<file path="src/rtl/sys_defs.vh">
// rtl/sys_defs.vh - default pipeline controller sizing constants
`ifndef SYS_DEFS_VH
`define SYS_DEFS_VH

`define PIPE_DEFAULT_MAX_STALL    3
`define PIPE_DEFAULT_DRAIN_CYCLES 3

`endif

</file>
<file path="src/rtl/pipe_ctrl_pkg.sv">
// rtl/pipe_ctrl_pkg.sv - shared state and control-word types for the pipeline controller
package pipe_ctrl_pkg;

   typedef enum logic [2:0] {
      ST_INIT    = 3'd0,
      ST_RUN     = 3'd1,
      ST_LDSTALL = 3'd2,
      ST_DRAIN   = 3'd3,
      ST_HALT    = 3'd4
   } pipe_ctrl_state_e;

   typedef struct packed {
      logic pc_en;
      logic if_id_en;
      logic if_id_flush;
      logic id_ex_en;
      logic id_ex_bubble;
   } pipe_ctl_t;

   // Bit order: pc_en, if_id_en, if_id_flush, id_ex_en, id_ex_bubble
   localparam pipe_ctl_t CTL_INIT    = 5'b00111;
   localparam pipe_ctl_t CTL_BRANCH  = 5'b11111;
   localparam pipe_ctl_t CTL_HALTREQ = 5'b00110;
   localparam pipe_ctl_t CTL_STALL   = 5'b00011;
   localparam pipe_ctl_t CTL_NORMAL  = 5'b11010;
   localparam pipe_ctl_t CTL_DRAIN   = 5'b00011;
   localparam pipe_ctl_t CTL_HALT    = 5'b00000;

endpackage

</file>
<file path="src/rtl/pipe_perf_cnt.sv">
// rtl/pipe_perf_cnt.sv - free-running stall and branch-flush event counters
module pipe_perf_cnt (
   input  logic        clk,
   input  logic        rst,
   input  logic        stall_inc,
   input  logic        flush_inc,
   output logic [31:0] stall_cycles,
   output logic [31:0] flush_count
);

   logic [31:0] stall_cycles_q, stall_cycles_d;
   logic [31:0] flush_count_q, flush_count_d;

   always_comb begin
      stall_cycles_d = stall_cycles_q;
      flush_count_d  = flush_count_q;
      if (stall_inc) stall_cycles_d = stall_cycles_q + 32'd1;
      if (flush_inc) flush_count_d  = flush_count_q + 32'd1;
   end

   always_ff @(posedge clk or posedge rst) begin
      if (rst) begin
         stall_cycles_q <= 32'd0;
         flush_count_q  <= 32'd0;
      end else begin
         stall_cycles_q <= stall_cycles_d;
         flush_count_q  <= flush_count_d;
      end
   end

   assign stall_cycles = stall_cycles_q;
   assign flush_count  = flush_count_q;

endmodule

</file>
<file path="src/rtl/pipe_ctrl.sv">
// rtl/pipe_ctrl.sv - 5-stage pipeline hazard/halt controller (Mealy FSM)
// Optional perf counters enabled by PIPE_PERF_CNT_EN.
`include "sys_defs.vh"

module pipe_ctrl
   import pipe_ctrl_pkg::*;
#(
   parameter int MAX_STALL    = `PIPE_DEFAULT_MAX_STALL,
   parameter int DRAIN_CYCLES = `PIPE_DEFAULT_DRAIN_CYCLES
) (
   input  logic        clk,
   input  logic        rst,
   input  logic        if_id_valid_inst,
   input  logic        id_stall_flag,
   input  logic        id_illegal,
   input  logic        id_is_ebreak,
   input  logic        ex_take_branch,
   output logic        pc_en,
   output logic        if_id_en,
   output logic        if_id_flush,
   output logic        id_ex_en,
   output logic        id_ex_bubble,
   output logic        halted,
   output logic        halt_err
`ifdef PIPE_PERF_CNT_EN
   ,
   output logic [31:0] stall_cycles,
   output logic [31:0] flush_count
`endif
);

   localparam int SCW = ($clog2(MAX_STALL + 1) > 1) ? $clog2(MAX_STALL + 1) : 1;
   localparam int DCW = ($clog2(DRAIN_CYCLES) > 1) ? $clog2(DRAIN_CYCLES) : 1;
   localparam logic [SCW-1:0] STALL_LIMIT = SCW'(MAX_STALL);
   localparam logic [DCW-1:0] DRAIN_LOAD  = DCW'(DRAIN_CYCLES - 1);

   pipe_ctrl_state_e state_q, state_d;
   logic [SCW-1:0]   stall_cnt_q, stall_cnt_d;
   logic [DCW-1:0]   drain_cnt_q, drain_cnt_d;
   logic             halt_err_q, halt_err_d;
   pipe_ctl_t        ctl;
   logic             halt_req;
   logic             run_rules;
   logic             stall_evt;
   logic             flush_evt;

   assign halt_req = if_id_valid_inst & (id_is_ebreak | id_illegal);

   always_comb begin
      state_d     = state_q;
      stall_cnt_d = stall_cnt_q;
      drain_cnt_d = drain_cnt_q;
      halt_err_d  = halt_err_q;
      ctl         = CTL_HALT;
      run_rules   = 1'b0;
      stall_evt   = 1'b0;
      flush_evt   = 1'b0;

      case (state_q)
         ST_INIT: begin
            ctl     = CTL_INIT;
            state_d = ST_RUN;
         end
         ST_RUN: run_rules = 1'b1;
         ST_LDSTALL: begin
            if (ex_take_branch) begin
               ctl       = CTL_BRANCH;
               flush_evt = 1'b1;
               state_d   = ST_RUN;
            end else if (!id_stall_flag) begin
               // Hazard cleared: resume this very cycle rather than spending one idle.
               run_rules = 1'b1;
            end else if (stall_cnt_q < STALL_LIMIT) begin
               ctl         = CTL_STALL;
               stall_evt   = 1'b1;
               stall_cnt_d = stall_cnt_q + SCW'(1);
            end else begin
               ctl        = CTL_STALL;
               stall_evt  = 1'b1;
               halt_err_d = 1'b1;
               state_d    = ST_HALT;
            end
         end
         ST_DRAIN: begin
            ctl         = CTL_DRAIN;
            drain_cnt_d = (drain_cnt_q == '0) ? '0 : drain_cnt_q - DCW'(1);
            if (drain_cnt_q <= DCW'(1)) state_d = ST_HALT;
         end
         ST_HALT: ctl = CTL_HALT;
         default: begin
            ctl     = CTL_INIT;
            state_d = ST_INIT;
         end
      endcase

      if (run_rules) begin
         if (ex_take_branch) begin
            ctl       = CTL_BRANCH;
            flush_evt = 1'b1;
            state_d   = ST_RUN;
         end else if (halt_req) begin
            ctl         = CTL_HALTREQ;
            drain_cnt_d = DRAIN_LOAD;
            state_d     = ST_DRAIN;
            if (id_illegal) halt_err_d = 1'b1;
         end else if (id_stall_flag) begin
            ctl         = CTL_STALL;
            stall_evt   = 1'b1;
            stall_cnt_d = SCW'(1);
            state_d     = ST_LDSTALL;
         end else begin
            ctl     = CTL_NORMAL;
            state_d = ST_RUN;
         end
      end
   end

   always_ff @(posedge clk or posedge rst) begin
      if (rst) begin
         state_q     <= ST_INIT;
         stall_cnt_q <= '0;
         drain_cnt_q <= '0;
         halt_err_q  <= 1'b0;
      end else begin
         state_q     <= state_d;
         stall_cnt_q <= stall_cnt_d;
         drain_cnt_q <= drain_cnt_d;
         halt_err_q  <= halt_err_d;
      end
   end

   assign pc_en        = ctl.pc_en;
   assign if_id_en     = ctl.if_id_en;
   assign if_id_flush  = ctl.if_id_flush;
   assign id_ex_en     = ctl.id_ex_en;
   assign id_ex_bubble = ctl.id_ex_bubble;
   assign halted       = (state_q == ST_HALT);
   assign halt_err     = halt_err_q;

`ifdef PIPE_PERF_CNT_EN
   pipe_perf_cnt u_perf (
      .clk          (clk),
      .rst          (rst),
      .stall_inc    (stall_evt),
      .flush_inc    (flush_evt),
      .stall_cycles (stall_cycles),
      .flush_count  (flush_count)
   );
`else
   logic unused_evt;
   assign unused_evt = stall_evt ^ flush_evt;
`endif

endmodule

</file>
<file path="config.mk">
export PLATFORM = sky130hd
export DESIGN_NAME = pipe_ctrl
export DESIGN_NICKNAME = d
export VERILOG_FILES = /design/src/rtl/pipe_ctrl_pkg.sv /design/src/rtl/pipe_perf_cnt.sv /design/src/rtl/pipe_ctrl.sv
export VERILOG_INCLUDE_DIRS = /design/src /design/src/rtl
export SDC_FILE = /design/constraint.sdc
export NUM_CORES = 1
export LEC_CHECK = 0
export CELL_PAD_IN_SITES_DETAIL_PLACEMENT = 1
export CELL_PAD_IN_SITES_GLOBAL_PLACEMENT = 2
export CORE_ASPECT_RATIO = 1.25
export CORE_MARGIN = 2
export CORE_UTILIZATION = 25
export CTS_BUF_LIST = sky130_fd_sc_hd__clkbuf_2
export CTS_CLUSTER_DIAMETER = 120
export DETAILED_ROUTE_END_ITERATION = 8
export GPL_ROUTABILITY_DRIVEN = 0
export GPL_TIMING_DRIVEN = 0
export MAX_ROUTING_LAYER = met4
export PLACE_DENSITY_LB_ADDON = 0.3
export SYNTH_ARGS = -nofsm -noshare
export SYNTH_HDL_FRONTEND = slang
export SYNTH_SLANG_ARGS = --single-unit
</file>
<file path="constraint.sdc">
create_clock -name clk -period 1.25 [get_ports clk]
set_input_delay 0.1875 -clock clk [delete_from_list [all_inputs] [get_ports clk]]
set_output_delay 0.1875 -clock clk [all_outputs]
set_load 0.01 [all_outputs]
</file>
After elaboration in Yosys (flattened, before gate mapping)
Cells that the tools add are included.
{ "classes": {"order_cmp": 2, "n_addsub": 2, "muxes": 40, "bitwise": 2, "eq_ne": 8, "n_reduce_logical": 4} }
{ "ops": {"columns": ["operator", "count"], "rows": [
  ["$mux 2", 17],
  ["$mux 5", 5],
  ["$mux 3", 5],
  ["$pmux 5 s3", 1],
  ["$pmux 3 s4", 1],
  ["$mux 1", 10],
  ["$ne 4x4->1 const B", 2],
  ["$eq 3x2->1 const B", 2],
  ["$reduce_and 4->1", 1],
  ["$eq 3x1->1 const B", 1],
  ["$eq 3x3->1 const B", 1],
  ["$logic_not 3->1", 1],
  ["$ne 3x3->1 const B", 1],
  ["$add 2x1->2 const B", 1],
  ["$le 2x1->1 const B", 1],
  ["$logic_not 2->1", 1],
  ["$lt 2x2->1 const B", 1],
  ["$ne 2x1->1 const B", 1],
  ["$pmux 1 s2", 1],
  ["$reduce_or 2->1", 1],
  ["$sub 2x1->2 const B", 1],
  ["$and 1x1->1", 1],
  ["$or 1x1->1", 1]
]} }
{ "totals": {"regBits": 8, "wordCells": 62, "input_bits": 7} }

Depth between registers and ports, before layout
{ "depth": {"depth_word": 9, "depth_mapped": 5} }

Worst setup path after synthesis
OpenSTA, ideal clock, no wires.
{ "synth_timing": {"kind": "reg2out", "from": "register state_q[1]", "to": "output port if_id_flush", "arrival_ns": 1.187, "required_ns": 1.062, "n_path_buf": 1, "stages_incl_launch_ff": 6, "setup_slack_ns": -0.125, "cell_sequence": "dfrtp_1 -> buf_4 -> nor2_1 -> and2_1 -> inv_1 -> and4_1"} }
{ "synth_via": {"elab_chain_cells": 4, "word_cells_on_any_way": 8} }
{ "synth_lines": {"columns": ["element", "line", "rtl"], "rows": [
  ["start, declared", "pipe_ctrl.sv:37", "pipe_ctrl_state_e state_q, state_d;"],
  ["start signal, assigned", "pipe_ctrl.sv:125", "state_q <= state_d;"],
  ["$eq 3x3->1", null, null],
  ["via halted", "pipe_ctrl.sv:23", "output logic halted,"],
  ["$reduce_or 2->1 (no source line)", null, null],
  ["$pmux 5 s3", "pipe_ctrl.sv:59", "case (state_q)"],
  ["$mux 5", "pipe_ctrl.sv:96", "if (run_rules) begin"],
  ["end, declared", "pipe_ctrl.sv:20", "output logic if_id_flush,"]
]} }
The timed path passes the listed nets, and every way through them passes these cells.

Worst setup path after layout
{ "layout_timing": {"from": "register state_q[2]", "to": "output port if_id_flush"} }
{ "layout_via": {"elab_chain_cells": 4, "word_cells_on_any_way": 8} }
{ "layout_lines": {"columns": ["element", "line"], "rows": [
  ["$eq 3x3->1 / $eq 3x1->1 (equally long branches)", "pipe_ctrl.sv:59"],
  ["$reduce_or 2->1 (no source line)", null],
  ["$pmux 5 s3", "pipe_ctrl.sv:59"],
  ["$mux 5 (*)", "pipe_ctrl.sv:96"]
]} }
Every way passes the cells marked *; elsewhere a longest branch is shown, timed or not.

==> qor.yml <==
status: "complete, but fails checks"
violations: "setup timing"
crit_path_end_kind: "output pin"
ctsHtreeMaxLevel: 1
dp_hpwl_um: 1139
area_growth_pct: 86.97
irDropWorstVdd_mv: 0.9563
setup_ws_ps: -619.5
critPathMaxStageDelay_ps: 420
antenna_found_initial: 0
fp.dieArea_mm2: 0.002498
path_max_fanout: 8
fmax_mhz: 534.9
path_class: "reg -> out"
cp.arrival_ps: 1680
wl_per_cell_um: 18.04
p_per_area_mw_per_mm2: 2093
synth_fp_nets: 69
power.leakage_nw: 0.4542
slew_violations: 0
ios: 14
total_power_w: 0.002067
crit_required_ps: 1060
utilization_pct: 49.81
grt_overflow: 0
grt_max_degree: 9
rows: 18
clock_path_buffers: 2
dp_cells: 95
maxCapViolations: 0
grt_first_pass_wirelength_um: 3450
crit_slowest_cell: "dfrtp_2"
fin_nets: 109
drive_above_1_share_pct: 51.00
final_antenna_net_count: 0
cts.sinks: 8
grtUsageTotal_pct: 19.46
slew_headroom_pct: 76.65
rsz0062_at_grt: "yes"
routed_wl_um: 2165
root_buffer: "clkbuf_2"
place_ws_ps: -1001
setup_viol: 14
drt-pass1-iter-count: 4
drc_errors: 0
synth_warnings: 0
netlist_area_um2: 528.0
synth-seq-cells: 8
core_area_mm2: 0.001982
worst_pin_slew_ps: 346.6
grt_pass1_vias: 686
synth.distinct_cells: 29
clk_pin_slew_ps: 110
port_buffers: 13
vias: 649
period_needed_ps: 1869
start_util_pct: 26.64
insertion_delay_ps: 260
finalNonFillerCells: 120
worstPathCellList: "buf_6 > nor3b_1 > o21ai_0 > and4_1 > buf_2"
cts_tree: "done"
hold_path.class: "in -> async"
cts-buffers-inserted: 3
drt-initial-drc-count: 2
syn_inst: 62
syn_area_per_cell_um2: 8.516
antenna_cells: 0
die_x_um: 45.11
hold_viol: 0
synth-seq-area-share_pct: 37.91
post-route-period-util_pct: 149.6
fin_skew_ps: 12.79
via_per_inst: 5.408
startpoint_type: "flop"
die_h_um: 55.38
[cells in the final DEF, fill, tap and decap left out, types with 3 or more instances in the layout]
cell           count
dlygate4sd2_1      6
dfrtp_1            7
buf_4             15
o21ai_0            3
clkbuf_2           3
nand2_1            4
buf_2              3
buf_6             13
nor2_1             3
inv_1              3
[stage by stage]
stage	TNS, ps	instance area (um2)	hold WS [ps]
final	-3928	987.2	180.1
after global routing	-4722	987.2	210.8
after CTS	-2983	887.1	199.3
after detailed placement	-6461	693.2	470.8
after global placement	-6259	693.2	474.3
after floorplan	-200.7	538.0	3.158
[what timing repair did]
item / 4_1_cts / 5_1_grt
setup buffers: 15 / 7
hold buffers: 0 / 0
resized for setup: 55 / 12
setup endpoints to repair: 12 / 14
pin swaps: 6 / 6
[where the power goes]
part / internal, W / leakage (nW) / switching [W]
sequential: 0.000353 / 0.0939 / 0.0000851
combinational: 0.000829 / 0.348 / 0.000624
clock: 0.0000654 / 0.0125 / 0.000110
total: 0.00125 / 0.454 / 0.000819
[kinds of logic (layout without fill, tap and decap cells)]
logic type / count (synthesis) / after routing / share of synthesized area (%)
and+or+nand+nor: 27 / 27 / 30.33
AOI/OAI and AO/OA: 20 / 20 / 25.12
DFF: 8 / 8 / 37.91
buffers and inverters: 7 / 45 / 6.632
[per-layer routing]
layer,track usage (%),vias up,wire (um)
met5,-,-,0
met4,5.882,0,63
met3,5.882,6,76
met2,31.84,14,1182
met1,22.13,326,843
li1,-,303,-
[worst max-delay path, delay by kind of cell, from the launching register on]
kind                   cells  cell delay (ps)
DFF                        1              420
buffers and inverters      2              280
and+or+nand+nor            2              540
AOI/OAI and AO/OA          1              190
[state kept, by name (all words and copies together) (netlist names)]
name / flops
halt_err: 1
state_q: 3
drain_cnt_q: 2
stall_cnt_q: 2
[Yosys cell counts (all sizes together)]
cell	n	share of area, %
inv	4	2.8
o31ai	1	1.4
and2	1	1.2
a311o	1	1.9
nor2b	2	2.4
a21oi	3	2.8
a31oi	1	1.2
dfrtp	8	38
nand2b	2	2.4
buf	3	3.8
nand3	1	0.95
o21a	3	4.3
o221ai	1	1.7
nand3b	1	1.4
or4b	1	1.9
a22oi	1	1.4
o21ai	6	5.7
o31a	1	1.7
nor2	4	2.8
o32ai	1	1.7
a21o	1	1.4
or3	2	2.4
or3b	1	2.1
and4	1	1.7
nor3b	3	4.3
nor4	1	1.2
nand2	4	2.8
nor3	3	2.8
[worst paths after layout]
path	start	slack, ps	to	cells after the start
setup / recovery	state_q[2]$_DFFE_PP0P_	-620	if_id_flush	5
max in group asynchronous	rst	780	state_q[2]$_DFFE_PP0P_	2
hold reg to reg	halt_err$_DFF_PP0_	480	halt_err$_DFF_PP0_	1
setup reg to reg	state_q[0]$_DFFE_PP0P_	-370	halt_err$_DFF_PP0_	7
min in group clk	if_id_valid_inst	380	halt_err$_DFF_PP0_	2
hold / removal	rst	180	stall_cnt_q[0]$_DFF_PP0_	2
[cell type report]
type | instances | area [um2]
timing repair buffer | 35 | 302.8
fill | 230 | 994.7
multi-input combinational | 47 | 394.1
tap | 20 | 25.02
buffer | 3 | 33.78
inverter | 4 | 15.01
clock buffer | 3 | 15.01
sequential | 8 | 201.4
Note: power is estimated with default switching activity, not from simulation.
